==> src/rtl/conv55_pkg.sv <==
// conv55_pkg: shared widths and FSM state type for the 5x5 6-bit convolution controller
package conv55_pkg;
  localparam int TAPS   = 25;
  localparam int DATA_W = 6;
  localparam int SUM_W  = 18;
  localparam int WIN_W  = TAPS * DATA_W;
  localparam int IDX_W  = $clog2(TAPS);
  typedef enum logic [1:0] {IDLE, LOAD, RUN, DRAIN} state_e;
endpackage

==> src/rtl/conv55_res_fifo.sv <==
// conv55_res_fifo: show-ahead result FIFO with occupancy count; push/pop are ignored when full/empty
module conv55_res_fifo #(
  parameter int W     = 19,
  parameter int DEPTH = 4
) (
  input  logic                     clk,
  input  logic                     rst_n,
  input  logic                     push_i,
  input  logic [W-1:0]             din_i,
  input  logic                     pop_i,
  output logic [W-1:0]             dout_o,
  output logic                     empty_o,
  output logic [$clog2(DEPTH):0]   count_o
);
  localparam int AW = $clog2(DEPTH);
  logic [W-1:0]  mem_q [DEPTH];
  logic [AW-1:0] wr_q, rd_q;
  logic [AW:0]   cnt_q;
  logic          do_push, do_pop;
  assign empty_o = cnt_q == '0;
  assign count_o = cnt_q;
  assign do_push = push_i && cnt_q != (AW+1)'(DEPTH);
  assign do_pop  = pop_i && !empty_o;
  assign dout_o  = empty_o ? '0 : mem_q[rd_q];
  always_ff @(posedge clk) begin
    if (do_push) mem_q[wr_q] <= din_i;
  end
  always_ff @(posedge clk or negedge rst_n) begin
    if (!rst_n) begin
      wr_q  <= '0;
      rd_q  <= '0;
      cnt_q <= '0;
    end else begin
      if (do_push) wr_q <= wr_q + AW'(1);
      if (do_pop) rd_q <= rd_q + AW'(1);
      cnt_q <= cnt_q + (AW+1)'(do_push) - (AW+1)'(do_pop);
    end
  end
endmodule

==> src/rtl/conv55_6bit_ctrl.sv <==
// conv55_6bit_ctrl: kernel load, window issue and latency-tracked result buffering for the 5x5 conv datapath.
// Defining CONV55_CTRL_PERF_EN adds the perf_stall_cnt window-stall counter.
module conv55_6bit_ctrl
  import conv55_pkg::*;
#(
  parameter int FIFO_DEPTH = 4
) (
  input  logic              clk,
  input  logic              rst_n,
  input  logic              cfg_start,
  input  logic [15:0]       cfg_frame_len,
  input  logic              k_valid,
  output logic              k_ready,
  input  logic [DATA_W-1:0] k_data,
  input  logic              win_valid,
  output logic              win_ready,
  input  logic [WIN_W-1:0]  win_data,
  output logic [WIN_W-1:0]  dp_in_data,
  output logic [WIN_W-1:0]  dp_kernel,
  input  logic [SUM_W-1:0]  dp_sum,
  output logic              out_valid,
  input  logic              out_ready,
  output logic [SUM_W-1:0]  out_data,
  output logic              out_last,
  output logic              busy,
  output logic              done
`ifdef CONV55_CTRL_PERF_EN
  ,output logic [31:0]      perf_stall_cnt
`endif
);
  localparam int CW = $clog2(FIFO_DEPTH) + 1;
  state_e           state_q, state_d;
  logic [15:0]      remaining_q, remaining_d;
  logic [IDX_W-1:0] idx_q, idx_d;
  logic [WIN_W-1:0] kern_q, in_q;
  logic             issue_q, cap_q;
  logic [1:0]       inflight;
  logic [CW-1:0]    fifo_cnt;
  logic             fifo_empty, k_fire, win_fire, last_res;
  assign inflight   = {1'b0, issue_q} + {1'b0, cap_q};
  assign k_fire     = k_valid && k_ready;
  assign win_fire   = win_valid && win_ready;
  // Every window is accepted before its result is captured, so the capture with nothing behind it is the last.
  assign last_res   = cap_q && !issue_q && remaining_q == '0;
  assign dp_in_data = in_q;
  assign dp_kernel  = kern_q;
  assign busy       = state_q != IDLE;
  assign out_valid  = !fifo_empty;
  always_comb begin
    state_d     = state_q;
    remaining_d = remaining_q;
    idx_d       = idx_q;
    k_ready     = 1'b0;
    win_ready   = 1'b0;
    done        = 1'b0;
    case (state_q)
      IDLE: if (cfg_start) begin
        state_d     = LOAD;
        remaining_d = cfg_frame_len;
        idx_d       = '0;
      end
      LOAD: begin
        k_ready = 1'b1;
        if (k_valid) begin
          idx_d = idx_q + IDX_W'(1);
          if (idx_q == IDX_W'(TAPS - 1)) state_d = remaining_q == '0 ? DRAIN : RUN;
        end
      end
      RUN: begin
        // Reserve a FIFO slot for every result still in the datapath so backpressure never drops one.
        win_ready = remaining_q != '0 && fifo_cnt + CW'(inflight) < CW'(FIFO_DEPTH);
        if (win_valid && win_ready) begin
          remaining_d = remaining_q - 16'd1;
          if (remaining_q == 16'd1) state_d = DRAIN;
        end
      end
      default: if (inflight == 2'd0 && fifo_empty) begin
        state_d = IDLE;
        done    = 1'b1;
      end
    endcase
  end
  always_ff @(posedge clk or negedge rst_n) begin
    if (!rst_n) begin
      state_q     <= IDLE;
      remaining_q <= '0;
      idx_q       <= '0;
      kern_q      <= '0;
      in_q        <= '0;
      issue_q     <= 1'b0;
      cap_q       <= 1'b0;
    end else begin
      state_q     <= state_d;
      remaining_q <= remaining_d;
      idx_q       <= idx_d;
      if (k_fire) kern_q[32'(idx_q)*DATA_W +: DATA_W] <= k_data;
      if (win_fire) in_q <= win_data;
      issue_q <= win_fire;
      cap_q   <= issue_q;
    end
  end
  conv55_res_fifo #(
    .W    (SUM_W + 1),
    .DEPTH(FIFO_DEPTH)
  ) u_fifo (
    .clk    (clk),
    .rst_n  (rst_n),
    .push_i (cap_q),
    .din_i  ({last_res, dp_sum}),
    .pop_i  (out_ready),
    .dout_o ({out_last, out_data}),
    .empty_o(fifo_empty),
    .count_o(fifo_cnt)
  );
`ifdef CONV55_CTRL_PERF_EN
  always_ff @(posedge clk or negedge rst_n) begin
    if (!rst_n) perf_stall_cnt <= '0;
    else if (state_q == IDLE && cfg_start) perf_stall_cnt <= '0;
    else if (state_q == RUN && win_valid && !win_ready && perf_stall_cnt != '1) perf_stall_cnt <= perf_stall_cnt + 32'd1;
  end
`endif
endmodule

==> config.mk <==
export PLATFORM = sky130hd
export DESIGN_NAME = conv55_6bit_ctrl
export DESIGN_NICKNAME = d
export VERILOG_FILES = /design/src/rtl/conv55_pkg.sv /design/src/rtl/conv55_res_fifo.sv /design/src/rtl/conv55_6bit_ctrl.sv
export SDC_FILE = /design/constraint.sdc
export NUM_CORES = 1
export LEC_CHECK = 0
export CAP_MARGIN = 40
export CORE_ASPECT_RATIO = 0.7
export CORE_MARGIN = 4
export CORE_UTILIZATION = 52
export DETAILED_ROUTE_END_ITERATION = 7
export GPL_TIMING_DRIVEN = 0
export PLACE_DENSITY = 0.83
export SYNTH_ARGS = -nofsm -noshare
export SYNTH_HDL_FRONTEND = slang
export SYNTH_SLANG_ARGS = --single-unit
==> constraint.sdc <==
create_clock -name clk -period 13.4 [get_ports clk]
set_clock_uncertainty 0.05 [all_clocks]
set_input_delay 2.68 -clock clk [delete_from_list [all_inputs] [get_ports clk]]
set_output_delay 2.68 -clock clk [all_outputs]
set_load 0.02 [all_outputs]
-- Word-level counts from Yosys, hierarchy flattened
Memory sizes are Yosys's and may differ from the RTL's.
Index checks and enable logic that the tools add are counted.
- register bits after elaboration: 332
- bits in latches: 0
- bits in writable memories: 76
- memory bits (read-only): 0
- bits of input ports: 196
- output and inout port bits: 324
- word-level logic and storage cells: 80
- memories: 1
- $add $sub $neg: 9
- $mul: 1
- div/mod/pow operators: 0
- magnitude comparators: 1
- equal/unequal tests: 10
- shifts and indexed selects: 2
- multiplexer cells: 22
- bitwise gates (word level): 0
- reductions and logical operators: 24
- memories (name ; words ; width ; read ports ; clocked after memory_dff ; write ports ; RTL line ; source):
    u_fifo.mem_q ; 4 ; 19 ; 1 ; 0 ; 1 ; conv55_res_fifo.sv:16 ; logic [W-1:0] mem_q [DEPTH];
- operators by type and width (operator ; count):
    bitwise mux 150 bit ; 1
    variable shift 6 x 34 -> 150 bit, first input constant ; 1
    variable part select 6 x 34 -> 150 bit ; 1
    negator 8 -> 34 bit ; 1
    two-way mux 16 bit ; 2
    case mux 16 bit (2 select lines) ; 1
    two-way mux 19 bit ; 1
    equality test 16 x 1 -> 1 bit, second input constant ; 1
    logical NOT 16 bit ; 1
    nonzero test 16 bit ; 1
    subtractor 16 x 1 -> 16 bit, second input constant ; 1
    two-way mux 2 bit ; 6
    two-way mux 5 bit ; 2
    inequality test 2 bit, second input constant ; 5
    case mux 5 bit (2 select lines) ; 1
    logical AND 1 bit ; 9
    multiplier 5 x 2 -> 7 bit, second input constant ; 1
    two-way mux 1 bit ; 7
    case mux 2 bit (3 select lines) ; 1
    AND reduction 3 bit ; 2
    AND reduction 6 bit ; 1
    nonzero test 2 bit ; 3
    adder 5 x 1 -> 5 bit, second input constant ; 1
    equality test 5 bit, second input constant ; 1
    other kinds (14) ; 17

-- Depth between registers and ports, before layout
- depth after elaboration: 7
- depth in mapped cells: 17
- depth with buffers taken out: 12

-- Cells and area by module
Synthesis repeated with hierarchy kept, for this count alone.
- cell total of the unflattened synthesis: 1382
- area, all modules: 18351.4 um^2
- by module, submodules not included (module ; instances ; cells each ; area an instance (um^2) ; sequential area each (um^2)):
    conv55_6bit_ctrl ; 1 ; 1226 ; 15079.5 ; 8132.8
    conv55_res_fifo ; 1 ; 156 ; 3271.9 ; 2457.4

-- Least setup slack after synthesis
Ideal clock, no wire load.
- kind: input-to-reg
- from: input port k_valid
- to: register kern_q[84], in the netlist dp_kernel[84]
- arrival time: 4649 ps
- slack: 8576 ps
- stages: 9
- path through: clkbuf_1 -> nand3_1 -> clkbuf_1 -> or3_1 -> and2_4 -> buf_4 -> buf_6 -> nor3_2 -> mux2_2
- longest elaborated chain between the ends: 1
- RTL lines (element ; RTL line ; source):
    start: declaration ; conv55_6bit_ctrl.sv:12 ; input logic k_valid,
    logical AND 1 bit ; conv55_6bit_ctrl.sv:41 ; assign k_fire = k_valid && k_ready;
    end signal: indexed assignment ; conv55_6bit_ctrl.sv:96 ; if (k_fire) kern_q[32'(idx_q)*DATA_W +: DATA_W] <= k_data;
    end: declaration ; conv55_6bit_ctrl.sv:35 ; logic [WIN_W-1:0] kern_q, in_q;
Every way passes these cells.
A chain may end at the register's enable or synchronous reset.

-- Worst setup path in the final report
- from: register idx_q[2]
- to: register kern_q[105], in the netlist dp_kernel[105]
- longest elaborated chain between the ends: 4
- RTL lines (element ; RTL line ; source):
    start: declaration ; conv55_6bit_ctrl.sv:34 ; logic [IDX_W-1:0] idx_q, idx_d;
    start signal: assignment ; conv55_6bit_ctrl.sv:95 ; idx_q <= idx_d;
    multiplier 5 x 2 -> 7 bit * ; conv55_6bit_ctrl.sv:96 ;
    negator 8 -> 34 bit * ; conv55_6bit_ctrl.sv:96 ;
    variable part select 6 x 34 -> 150 bit or variable shift 6 x 34 -> 150 bit (tied branches) ; conv55_6bit_ctrl.sv:96 ;
    bitwise mux 150 bit * ; conv55_6bit_ctrl.sv:96 ;
Every way passes the cells marked *; elsewhere a longest branch is shown, timed or not.

==> results.yml <==
cts:
  htreeDepth: 2
  numCtsBuffers: 40
  cts_buffer_depth: 3
  clock_sinks: 408
  clk_latency_ns: 0.54
  cts.clk_slew.worst_paths_ns: 0.06
  post_cts_buffers: 0
  cts.repair.resized: 0
  cts-root-buf: "clkbuf_16"
  cts_tree: "done"
  ctsHoldBuffers: 0
route:
  wl_met1_um: 24900
  avgRoutedWirePerCell_um: 23.0
  top_layer_used: "met4"
  antenna_left: 0
  first_iter_violations: 1506
  drc_errors: 0
  drt_first_pass_iters: 6
  wl_met3_um: 5850
  num_vias: 15439
  via_per_inst: 5.58
  drt-total-wl_um: 63700
  wl_met2_um: 29800
worst_setup_path:
  critical_path.cell_chain: "clkbuf_1 -> clkinv_1 -> ha_1 -> nand2b_1 -> a2bb2oi_1 -> xor2_1 -> nor3_1 -> ha_1 -> a41oi_1 -> clkbuf_1 -> o21ai_1 -> nor3_1 -> mux2_2"
  criticalPathCategory: "reg -> reg"
  arrival_ns: 6.30
  cp-start-kind: "flip-flop"
  path_buf_inv: 3
  cp_top_family: "buffers and inverters"
  end_kind: "flip-flop"
  critPathSlowestCell: "a41oi_1"
  cp_max_fo: 10
  max_stage_delay_ns: 0.57
  r2r_setup_slack_ns: 7.47
  cp_data_required_time_ns: 13.77
placed_design:
  hpwl_um: 48300
  pre_cts_ws_ns: 7.71
  gp_congestion: 0.978
  io_buffers: 518
sta:
  finalSetupViolCount: 0
  hold_viol: 0
  fmax_mhz: 169
  worst_slack_ns: 7.47
  fin_crit_sh: 0.442
  rsz0062_at_grt: "false"
  finalMaxSlewViolations: 0
  fin_hold_ws_ns: 0.364
  period_minus_slack_ns: 5.93
  tightest_slew_ns: 0.883
  fin_setup_tns_ns: 0
  slew_headroom: 0.407
global_route:
  grt-ovfl-total: 0
  antenna_found_initial: 7
  grt_pass1_wl_um: 95400
  grt_max_degree: 125
  grt.total_usage: 0.326
  grt_pass1_vias: 15985
run:
  max_cap_violations: 0
yosys:
  synth_area_per_cell_um2: 10.9
  yosysTopAreaCell: "dfrtp_1"
  async_reset_ff_frac: 0.814
  synth.area.top_cells: "dfrtp_1 46%, edfxtp_1 13%, nand2_1 11%, mux2_2 7.7%, mux4_2 2.3%"
  synth_area_mm2: 0.0182
  netlist.area_leader.share: 0.456
  synthCells: 1680
  synth-edff-count: 76
  synth_seq_area_share: 0.581
  ys_warn_count: 0
  synth_seq_cells: 408
  syn_nets: 1903
  synth_ff_type: "dfrtp_1"
  synth_cell_type_count: 72
floorplanning:
  fp.dieArea_mm2: 0.0382
  die_y_um: 165
  pin_count: 520
  coreArea_mm2: 0.0347
  initial_utilization: 0.526
  fp-row-count: 57
  fp.dieW_um: 232
layout:
  area_delta_synth_final_pct: 40.2
  drive_gt1_frac: 0.115
  final_nets: 2478
power:
  cellPowerDensity_mw_per_mm2: 212
  power.leakage_nw: 11.3
  power_mw: 5.40
  ir_drop_mv: 0.143
status:
  status: "completed"
hold_path:
  min_path_type: "reg -> reg"
==> synthesized netlist by cell type (5+ instances only) <==
cell type  instances
nand2_1          528
dfrtp_1          332
mux2_2           125
edfxtp_1          76
nor2_1            76
clkbuf_1          65
a21oi_1           47
o21ai_0           39
and2_1            32
inv_1             29
nor3_1            28
ha_1              25
mux2_1            24
nor3_2            24
mux4_2            19
nand3_1           19
o22ai_1           14
a31oi_1           12
and3_1            12
xnor2_1           11
a2bb2oi_1          9
nand2b_1           9
nand4_1            8
nor2b_1            8
o21a_1             8
mux2i_1            7
or3_1              7
a32oi_1            5
nor4_1             5
==> layout by cell type, fill, tap and decap left out, types with 5 or more instances in the layout <==
cell             count
a2bb2oi_1            9
mux2_2             125
xnor2_1             11
buf_4                5
nor3_1              28
o21a_1               8
clkbuf_1            74
nor3_2              24
nor2b_1              8
and3_1              12
clkbuf_8             5
nor4_1               5
diode_2              7
mux2_1              24
ha_1                25
nand3_1             19
or3_1                7
mux2i_1              7
edfxtp_1            76
o21ai_0             39
a21oi_1             47
dfrtp_1            332
clkdlybuf4s50_1    517
mux4_2              19
inv_1               29
nand4_1              8
nand2b_1             9
clkinv_2             7
nand2_1            528
buf_8                5
o22ai_1             14
nor2_1              76
a31oi_1             12
buf_2                7
and2_1              32
a32oi_1              5
clkbuf_16           41
==> registers in the layout (all words and copies together), names as in the netlist <==
| signal | count |
|---|---|
| cap_q | 1 |
| dp_in_data | 150 |
| dp_kernel | 150 |
| idx_q | 5 |
| issue_q | 1 |
| remaining_q | 16 |
| state_q | 2 |
| u_fifo.count_o | 3 |
| u_fifo.mem_q | 76 |
| u_fifo.rd_q | 2 |
| u_fifo.wr_q | 2 |
==> final cells by class <==
class,count,area (um2)
timing repair buffer,533,5370
inverter,33,124
sequential,408,10600
clock buffer,55,1130
clock inverter,18,215
buffer,75,298
antenna,7,17.5
multi-input combinational,1164,7220
tap,472,591
fill,2418,9110
==> routing by layer <==
metal / GRT usage / vias to the layer above
met1: 0.428 / 7637
met4: 0.137 / 0
met5: 0 / -
met3: 0.0909 / 149
li1: - / 6900
met2: 0.518 / 753
==> report_power, final <==
group	total (mW)	switching, mW	leakage [nW]	internal, mW
logic	2.52	1.57	5.55	0.950
clock network	1.16	0.489	0.658	0.672
registers	1.72	0.179	5.05	1.55
==> worst paths after layout <==
| kind | startpoint | endpoint | depth (start not counted) |
|---|---|---|---|
| setup reg to reg | idx_q[2] | dp_kernel[105] | 13 |
| min in group asynchronous | rst_n | dp_kernel[49] | 1 |
| hold reg to reg | issue_q | cap_q | 0 |
| max in group asynchronous | rst_n | dp_in_data[136] | 3 |
| setup / recovery | idx_q[2] | dp_kernel[105] | 13 |
| hold / removal | issue_q | cap_q | 0 |
==> stage by stage <==
step	cells	instance area, um2	util
floorplan	1680	18200	-
global placement	2670	24000	0.693
detailed placement	2685	24200	0.698
CTS	2758	25500	0.737
global route	2765	25600	0.737
finish	2765	25600	0.737
==> cells by family after synthesis <==
group	count (synthesis)	synth area share
compound gates	170	0.0592
mux	175	0.119
flops	408	0.581
fa+ha+maj	27	0.0194
buf+inv	108	0.0231
xor+xnor	17	0.0101
simple gates	775	0.188
==> worst register-to-register path, cell delays in order (launching register included) <==
cell and delay (ns):
dfrtp_1 0.55, clkbuf_1 0.48, clkinv_1 0.43, ha_1 0.52, nand2b_1 0.24, a2bb2oi_1 0.28
xor2_1 0.46, nor3_1 0.12, ha_1 0.26, a41oi_1 0.57, clkbuf_1 0.55, o21ai_1 0.49
nor3_1 0.43, mux2_2 0.38
Note: power is estimated with default switching activity, not from simulation.
